File: config.mk
export PLATFORM = sky130hd
export DESIGN_NAME = tsmm_sequencer
export DESIGN_NICKNAME = d
export VERILOG_FILES = /design/src/rtl/tsmm_pkg.sv /design/src/rtl/tsmm_addr_gen.sv /design/src/rtl/tsmm_sequencer.sv
export SDC_FILE = /design/constraint.sdc
export NUM_CORES = 1
export LEC_CHECK = 0
export CAP_MARGIN = 20
export CORE_MARGIN = 3
export CORE_UTILIZATION = 40
export CTS_CLUSTER_SIZE = 30
export DETAILED_ROUTE_END_ITERATION = 10
export MAX_ROUTING_LAYER = met4
export PLACE_DENSITY = 0.59
export SYNTH_ARGS = -nofsm -noshare
export SYNTH_HDL_FRONTEND = slang
export SYNTH_SLANG_ARGS = --single-unit
File: constraint.sdc
create_clock -name clk -period 6.77 [get_ports clk]
set_input_delay 1.354 -clock clk [delete_from_list [all_inputs] [get_ports clk]]
set_output_delay 1.354 -clock clk [all_outputs]
set_load 0.005 [all_outputs]
File: src/rtl/tsmm_pkg.sv
// tsmm_pkg: shared types and default sizes for the tall-skinny matmul sequencer
package tsmm_pkg;
  localparam int DEF_ADDR_W = 20;
  localparam int DEF_M_W = 16;
  localparam int DEF_NK_W = 8;
  localparam int DEF_MAX_OUT = 8;
  typedef enum logic [1:0] {IDLE, RUN, DRAIN, DONE} tsmm_state_e;
  typedef struct packed {
    logic first;
    logic last;
    logic fin;
  } tsmm_pos_t;
endpackage

File: src/rtl/tsmm_addr_gen.sv
// tsmm_addr_gen: i/j/k loop counters (k innermost) with adder-only A/B/C address generation
module tsmm_addr_gen import tsmm_pkg::*; #(
  parameter int ADDR_W = DEF_ADDR_W,
  parameter int M_W = DEF_M_W,
  parameter int NK_W = DEF_NK_W
) (
  input  logic              clk,
  input  logic              rst_n,
  input  logic              clear,
  input  logic              adv,
  input  logic [M_W-1:0]    m,
  input  logic [NK_W-1:0]   n,
  input  logic [NK_W-1:0]   k,
  output logic [ADDR_W-1:0] a_addr,
  output logic [ADDR_W-1:0] b_addr,
  output logic [ADDR_W-1:0] c_addr,
  output tsmm_pos_t         pos
);
  logic [M_W-1:0] i;
  logic [NK_W-1:0] j, kk;
  logic [ADDR_W-1:0] a_base;
  logic k_wrap, j_wrap;
  assign k_wrap = kk == k - NK_W'(1);
  assign j_wrap = j == n - NK_W'(1);
  assign pos = '{first: kk == '0, last: k_wrap, fin: k_wrap && j_wrap && i == m - M_W'(1)};
  // a_base tracks i*K; a_addr runs linearly through a row and rewinds to a_base per column
  always_ff @(posedge clk or negedge rst_n)
    if (!rst_n) {i, j, kk, a_base, a_addr, b_addr, c_addr} <= '0;
    else if (clear) {i, j, kk, a_base, a_addr, b_addr, c_addr} <= '0;
    else if (adv) begin
      kk <= k_wrap ? '0 : kk + NK_W'(1);
      j <= !k_wrap ? j : j_wrap ? '0 : j + NK_W'(1);
      i <= k_wrap && j_wrap ? i + M_W'(1) : i;
      a_base <= k_wrap && j_wrap ? a_base + ADDR_W'(k) : a_base;
      a_addr <= !k_wrap ? a_addr + ADDR_W'(1) : j_wrap ? a_base + ADDR_W'(k) : a_base;
      b_addr <= !k_wrap ? b_addr + ADDR_W'(n) : j_wrap ? '0 : ADDR_W'(j) + ADDR_W'(1);
      c_addr <= k_wrap ? c_addr + ADDR_W'(1) : c_addr;
    end
endmodule

File: src/rtl/tsmm_sequencer.sv
// tsmm_sequencer: issues one A/B operand beat per cycle for C = A*B and bounds in-flight dot products
module tsmm_sequencer import tsmm_pkg::*; #(
  parameter int ADDR_W = DEF_ADDR_W,
  parameter int M_W = DEF_M_W,
  parameter int NK_W = DEF_NK_W,
  parameter int MAX_OUT = DEF_MAX_OUT
) (
  input  logic              clk,
  input  logic              rst_n,
  input  logic              start,
  input  logic [M_W-1:0]    cfg_m,
  input  logic [NK_W-1:0]   cfg_n,
  input  logic [NK_W-1:0]   cfg_k,
  output logic              busy,
  output logic              done,
  output logic              err_cfg,
  output logic              err_res,
  output logic              op_valid,
  input  logic              op_ready,
  output logic [ADDR_W-1:0] op_a_addr,
  output logic [ADDR_W-1:0] op_b_addr,
  output logic              op_first,
  output logic              op_last,
  output logic [ADDR_W-1:0] op_c_addr,
  input  logic              res_valid
);
  localparam int OUT_W = $clog2(MAX_OUT) + 1;
  tsmm_state_e state, state_nx;
  tsmm_pos_t pos;
  logic [M_W-1:0] m_q;
  logic [NK_W-1:0] n_q, k_q;
  logic [OUT_W-1:0] outstanding;
  logic cfg_zero, err_cfg_q, launch, run, issue_last;
  assign cfg_zero = cfg_m == '0 || cfg_n == '0 || cfg_k == '0;
  assign launch = state == IDLE && start;
  assign run = state == RUN;
  // only a fresh dot product waits for a result slot; a started one always runs to its last beat
  assign op_valid = run && !(pos.first && outstanding == OUT_W'(MAX_OUT));
  assign op_first = run && pos.first;
  assign op_last = run && pos.last;
  assign issue_last = op_valid && op_ready && pos.last;
  assign busy = state != IDLE;
  assign done = state == DONE;
  assign err_cfg = done && err_cfg_q;
  tsmm_addr_gen #(.ADDR_W(ADDR_W), .M_W(M_W), .NK_W(NK_W)) u_addr (
    .clk(clk), .rst_n(rst_n), .clear(launch), .adv(op_valid && op_ready),
    .m(m_q), .n(n_q), .k(k_q),
    .a_addr(op_a_addr), .b_addr(op_b_addr), .c_addr(op_c_addr), .pos(pos)
  );
  always_comb begin
    state_nx = state;
    case (state)
      IDLE: if (start) state_nx = cfg_zero ? DONE : RUN;
      RUN: if (op_valid && op_ready && pos.fin) state_nx = DRAIN;
      DRAIN: if (outstanding == '0) state_nx = DONE;
      default: state_nx = IDLE;
    endcase
  end
  always_ff @(posedge clk or negedge rst_n)
    if (!rst_n) begin
      state <= IDLE;
      {m_q, n_q, k_q, err_cfg_q, err_res, outstanding} <= '0;
    end else begin
      state <= state_nx;
      if (launch) {m_q, n_q, k_q, err_cfg_q} <= {cfg_m, cfg_n, cfg_k, cfg_zero};
      err_res <= !launch && (err_res || (res_valid && outstanding == '0));
      outstanding <= issue_last && !res_valid ? outstanding + OUT_W'(1)
                   : res_valid && !issue_last && outstanding != '0 ? outstanding - OUT_W'(1)
                   : outstanding;
    end
endmodule

Yosys cells after proc, flatten, opt, wreduce, memory -nomap -nowiden
Index checks and enable logic that the tools add are counted.

storage, ports and cells
  bits in registers = 152
  output and inout bits = 67

operators by class
  $add $sub $neg = 13
  equality and inequality tests = 10
  muxes and demuxes = 31
  reduce and logical (&&, ||, !) cells = 38

operators by type and width
  cell                     number
  $mux W20                 14
  $mux W8                  7
  $mux W16                 3
  $add A20 B1 Y20 const B  2
  $add A20 B8 Y20          2
  $logic_not A8 Y1         3
  $add A16 B1 Y16 const B  1
  $add A8 B1 Y8 const B    2
  $eq A16 B16 Y1           1
  $eq A8 B8 Y1             2
  $logic_and A1 B1 Y1      16
  $logic_not A16 Y1        1
  $sub A16 B1 Y16 const B  1
  $sub A8 B1 Y8 const B    2
  $reduce_bool A2 Y1       5
  $add A8 B1 Y9 const B    1
  $mux W2                  4
  $mux W4                  2
  $pmux W2 S3              1
  $add A4 B1 Y4 const B    1
  $eq A2 B2 Y1 const B     2
  $eq A4 B4 Y1 const B     1
  $logic_not A1 Y1         4
  $logic_not A4 Y1         1
  9 further kinds          13

Depth between registers and ports, before layout
  word-level depth = 11
  mapped depth = 14
  mapped depth without buffers = 13

Cells and area by module
Synthesis repeated with hierarchy kept, for this count alone.

unflattened totals
  cell total of the unflattened synthesis = 1051
  area total of the unflattened synthesis = 9841.9 um^2

modules (own cells, without submodules)
  module          times used  cells each  area each (um^2)
  tsmm_addr_gen   1           914         7981.4
  tsmm_sequencer  1           137         1860.5

Least setup slack after synthesis
OpenSTA, ideal clock, no wires.

  kind = in2reg
  start point = input op_ready
  end point = register outstanding[3]
  setup time = 0.080 ns
  arrival = 3.570 ns
  data required time = 6.690 ns
  path slack = 3.120 ns
  stages on the path = 12
  path buffers = 3
  cells stage by stage = nand2_1 > a41o_1 > clkbuf_1 > buf_1 > buf_1 > or3_1 > ha_1 > a21o_1 > a21oi_1 > nor3_1 > a21oi_1 > xnor2_1

between the ends
  longest elaborated chain between the ends = 6
  elaborated cells between the ends (all ways) = 8
  classes of those cells = mux: 1; reduce/logical: 7

ends and longest elaborated chain
  element                             line                  text
  start: declaration                  tsmm_sequencer.sv:19  input logic op_ready,
  $logic_and A1 B1 Y1 * (2 in a row)  tsmm_sequencer.sv:41  assign issue_last = op_valid && op_ready && pos.last;
  $logic_not A1 Y1                    tsmm_sequencer.sv:68  : res_valid && !issue_last && outstanding != '0 ? outstanding - OUT_W'(1)
  $logic_and A1 B1 Y1 (2 in a row)    tsmm_sequencer.sv:68
  $reduce_bool A2 Y1 (no line)        --
  end signal: assignment              tsmm_sequencer.sv:67  outstanding <= issue_last && !res_valid ? outstanding + OUT_W'(1)
  end: declaration                    tsmm_sequencer.sv:32  logic [OUT_W-1:0] outstanding;

Every way passes the cells marked *; elsewhere a longest branch is shown, timed or not.
A chain may end at the register's enable or synchronous reset.

Final worst setup path
  start point = register k_q[1]
  end point = output op_last

between the ends
  longest elaborated chain between the ends = 3

ends and longest elaborated chain
  element                   line                  text
  start: declaration        tsmm_sequencer.sv:31  logic [NK_W-1:0] n_q, k_q;
  start signal: assignment  tsmm_sequencer.sv:65  if (launch) {m_q, n_q, k_q, err_cfg_q} <= {cfg_m, cfg_n, cfg_k, cfg_zero};
  $sub A8 B1 Y8             tsmm_addr_gen.sv:23   assign k_wrap = kk == k - NK_W'(1);
  $eq A8 B8 Y1              tsmm_addr_gen.sv:23
  $logic_and A1 B1 Y1       tsmm_sequencer.sv:40  assign op_last = run && pos.last;
  end: declaration          tsmm_sequencer.sv:23  output logic op_last,

No other way between the ends.

==> results.txt <==
The clock sink count came out at 152. The share of synthesized flip-flops with an asynchronous set or reset is 100%. In the layout the commonest cells are 155 x sky130_fd_sc_hd__nand2_1, 152 x sky130_fd_sc_hd__dfrtp_1, 102 x sky130_fd_sc_hd__clkdlybuf4s50_1, 71 x sky130_fd_sc_hd__a21oi_1, 69 x sky130_fd_sc_hd__nor2_1.

Timing would allow up to between 200 and 250 MHz. The aggregate global-route resource usage is between 20 and 25%. The routed design could run at a clock period as short as 4280 ps. Clock latency on the worst-skew pair, taken at its later pin, is 430 ps. Compared with the post-synthesis result, the final layout area differs by 19.9%. The width of the chip is 163 um. The number of global-route vias before repair is 8633. The initialized floorplan defines 56 standard-cell rows.

The mean instance size in the synthesized netlist is ~8.7 um2. The part of the Yosys area used for sequential elements is between 30 and 40%. Counting every net in the synthesized netlist gives roughly 1200. The cell area after layout is 11800 um2. Setup repair after global routing left no endpoint under its margin. The critical path in this run is classified as flop to output port.

At the pin with the least slew margin, the transition time is 913 ps. The vertical die dimension came out at ~160 um. The detailed-route wire length per cell is approximately 18 um.

The number of port buffers came out at ~100. The die footprint is 26500 um2. The largest family of logic cells by synthesized area is simple AND/OR/NAND/NOR gates.

At the worst endpoint, the arrival time is 2930 ps. The xor and xnor fraction of the mapped netlist area is ~9%. The placed standard-cell area came out at approximately 11000 um2. Of the total synthesized cell area, the portion taken by full adders, half adders and majority gates is 4.79%. The post-detailed-route count of antenna-violating nets is 0.

The number of violations of the max-capacitance limit is 0. The setup TNS is 0 ps. The hold buffer count at CTS came out at 0.

The total count of hold-check failures in the final report is 0. The count of nets after finishing came out at 1288. The maximum root-to-sink buffer count came out at 2. The number of warnings printed during yosys synthesis came out at 0. Per report_power, the combinational group accounts for 40.4% of the total. The number of clock buffers inserted by TritonCTS came out at 17. The total power divided by cell area came out at roughly 330 nW/um2. The flow ran to the end, and the final reports show no timing, DRC or antenna violations. Entering global routing, the biggest net connects between 80 and 90 pins. Walking the worst path, the cells encountered are nor3_1 > nand4_1 > nand3_1 > o211ai_1 > buf_4 > nor2_1 > clkdlybuf4s50_1.

The category of the worst setup path launch point is a flop. The number of design-rule violations left by the first detailed-router iteration came out at 701. The clock-pin transition on the worst setup and hold timing paths came out at 70 ps. Of the cells placed in the final design, the portion with a size suffix greater than 1 is around 5.6%. Yosys mapped a number of flops with a built-in enable equal to 0.

The largest vdd supply drop is between 0.0002 and 0.00025 V. The post-cts repair resize count came out at 0. The proportion of power drawn by the clock network came out at 25.1%.

The design internal power is 0.00221 W. The number of antenna violations at the first check in global routing is 0. After detailed routing, the total wire length is 28600 um. The switching power summed over all nets is 0.00162 W. The leakage power of the design came out at 4.77 nW. The first detailed-routing pass ran for 5 iterations.

The post-route clock skew is 11.3 ps. The number of antenna diodes in the final layout is 0. The number of levels the H-tree was split into is 4.

The flop and latch count out of synthesis came out at about 150. The weighted congestion at the end of routability-driven global placement is 0.849. The worst hold path belongs to the class flop to flop. The compound-gate portion of the synthesized area is 17.8%.

The worst-path cell with the longest stage delay is sky130_fd_sc_hd__clkdlybuf4s50_1. The post-detailed-placement half-perimeter wirelength came out at about 20000 um. The largest fanout of any net on the critical path came out at 12. The kind of capture point of the worst setup path is an output port. The largest single stage delay on the critical path is 510 ps. The simple-gate share of the synthesized area is 25.5%.

STA puts the critical path data required time at 5420 ps. The global-route wire length before repair came out at 47000 um. In the routed layout, each cell is associated on average with a via count of 5.85. The most common library cell in the layout ignoring fill and taps is sky130_fd_sc_hd__nand2_1.

The post-CTS setup buffer count is 0. The residual overflow from global routing is 0. The core region area is 23800 um2. The max-slew violation count is 0.

The starting density of the core came out at approximately 41%. The number of library cell types mapped by synthesis is 74. The relative slew slack is 38.7%.

In the synthesized netlist, the number of instances is 1134. The switching part of the total power came out at 42.3%. The proportion of synthesized area in mux cells is less than 1%. The total via count in the routed design came out at 9062. The register share of total power is 34.5%. The final critical-path share of the clock period came out at between 60% and 70%. The number of setup violations in the final report came out at 0. The number of placed I/O pins is about 100. The most frequently used flop master after synthesis is sky130_fd_sc_hd__dfrtp_1.

The post-detailed-route DRC marker count came out at 0. The tree is rooted in a sky130_fd_sc_hd__clkbuf_16. TritonCTS built the clock tree. The post-synthesis instance area is slightly below 10000 um2.
## stage by stage
step	setup slack, ps	utilization, %	power [W]	hold WS [ps]	cells
3_5_place_dp	2340	46.9	0.00287	502	1514
6_report	2490	49.5	0.00383	514	1548
4_1_cts	2520	49.3	0.00385	519	1546
3_3_place_gp	2430	46.9	0.00285	492	1514
2_1_floorplan	3120	-	0.00235	438	1134
5_1_grt	2310	49.5	0.00413	547	1548
## worst max-delay path, delay by kind of cell (launching register included)
kind                   cells  cell delay [ps]
and+or+nand+nor            4             1240
AOI/OAI and AO/OA          1              100
DFF                        1              450
buffers and inverters      2              720
## cell families after synthesis
kind of cell / count (synthesis)
AO/OA/AOI/OAI: 266
XOR/XNOR: 101
adder cells (fa/ha/maj): 36
buffers and inverters: 85
flip-flops: 152
multiplexers: 8
AND/OR/NAND/NOR: 486
## power by group through the flow
stage               sequential [W]  clock [W]  combinational [W]
floorplan                  0.00123          0            0.00112
global placement           0.00133          0            0.00152
detailed placement         0.00133          0            0.00154
CTS                        0.00132   0.000980            0.00155
global route               0.00135    0.00102            0.00175
finish                     0.00132   0.000962            0.00155
## area by class of cell
| cell class | instances | area (um2) |
|---|---|---|
| tap | 319 | 399 |
| fill | 2277 | 12000 |
| multi-input combinational | 897 | 5730 |
| clock buffer | 17 | 425 |
| timing repair buffer | 117 | 1150 |
| clock inverter | 15 | 160 |
| sequential | 152 | 3800 |
| inverter | 31 | 116 |
## flip-flops by register name, summed over array words and instances, names as in the netlist
register	cells
u_addr.kk	8
u_addr.i	16
n_q	8
err_cfg_q	1
k_q	8
u_addr.b_addr	20
u_addr.j	8
err_res	1
outstanding	4
u_addr.a_addr	20
u_addr.a_base	20
u_addr.c_addr	20
m_q	16
state	2
## path summary, 6_finish.rpt
path                            from                end  slack, ps  depth (start not counted)
setup reg to reg              k_q[1]       u_addr.i[15]       2940                          7
min in group asynchronous      rst_n  u_addr.b_addr[11]       1010                          1
setup / recovery              k_q[1]            op_last       2490                          7
hold / removal             err_cfg_q          err_cfg_q        510                          2
hold reg to reg            err_cfg_q          err_cfg_q        510                          2
max in group asynchronous      rst_n  u_addr.a_base[16]       4370                          2
## metal layers
layer	up-vias	wire (um)	track usage (%)
met3	29	1350	3.15
met4	0	528	6.50
met2	240	12900	33.0
met1	4431	13800	32.4
met5	-	0	-
li1	4362	-	-
## cell usage after synthesis, types with 4 or more instances
master / count / share of area (%)
sky130_fd_sc_hd__o22ai_1: 8 / 0.51
sky130_fd_sc_hd__a22oi_1: 9 / 0.69
sky130_fd_sc_hd__a211oi_1: 4 / 0.31
sky130_fd_sc_hd__inv_1: 30 / 1.1
sky130_fd_sc_hd__nand2b_1: 4 / 0.25
sky130_fd_sc_hd__nand2_1: 155 / 5.9
sky130_fd_sc_hd__nand4_1: 24 / 1.5
sky130_fd_sc_hd__nand3_1: 47 / 2.4
sky130_fd_sc_hd__clkbuf_1: 45 / 1.7
sky130_fd_sc_hd__mux2i_1: 4 / 0.41
sky130_fd_sc_hd__o311ai_0: 4 / 0.36
sky130_fd_sc_hd__o21ai_0: 62 / 3.2
sky130_fd_sc_hd__nor4_1: 44 / 2.8
sky130_fd_sc_hd__or4_1: 19 / 1.5
sky130_fd_sc_hd__o211ai_1: 9 / 0.69
sky130_fd_sc_hd__o31a_1: 5 / 0.45
sky130_fd_sc_hd__dfrtp_1: 152 / 39
sky130_fd_sc_hd__nor2_1: 69 / 2.6
sky130_fd_sc_hd__a21oi_1: 71 / 3.6
sky130_fd_sc_hd__nor3b_1: 4 / 0.31
sky130_fd_sc_hd__ha_1: 32 / 4.1
sky130_fd_sc_hd__xnor2_1: 60 / 5.3
sky130_fd_sc_hd__nand4b_1: 9 / 0.80
sky130_fd_sc_hd__o31ai_1: 19 / 1.5
sky130_fd_sc_hd__or3_1: 17 / 1.1
sky130_fd_sc_hd__and3_1: 26 / 1.7
sky130_fd_sc_hd__nor3_1: 29 / 1.5
sky130_fd_sc_hd__o21a_1: 5 / 0.38
sky130_fd_sc_hd__xor2_1: 41 / 3.7
sky130_fd_sc_hd__and4_1: 7 / 0.62
sky130_fd_sc_hd__a31oi_1: 11 / 0.70
sky130_fd_sc_hd__a21o_1: 7 / 0.53
sky130_fd_sc_hd__nand3b_1: 4 / 0.31
sky130_fd_sc_hd__buf_1: 7 / 0.27
sky130_fd_sc_hd__and2_1: 8 / 0.51
sky130_fd_sc_hd__o2bb2ai_1: 7 / 0.62
sky130_fd_sc_hd__a22o_1: 6 / 0.53
sky130_fd_sc_hd__o21bai_1: 4 / 0.31
sky130_fd_sc_hd__mux2_2: 4 / 0.46
Note: power is estimated with default switching activity, not from simulation.
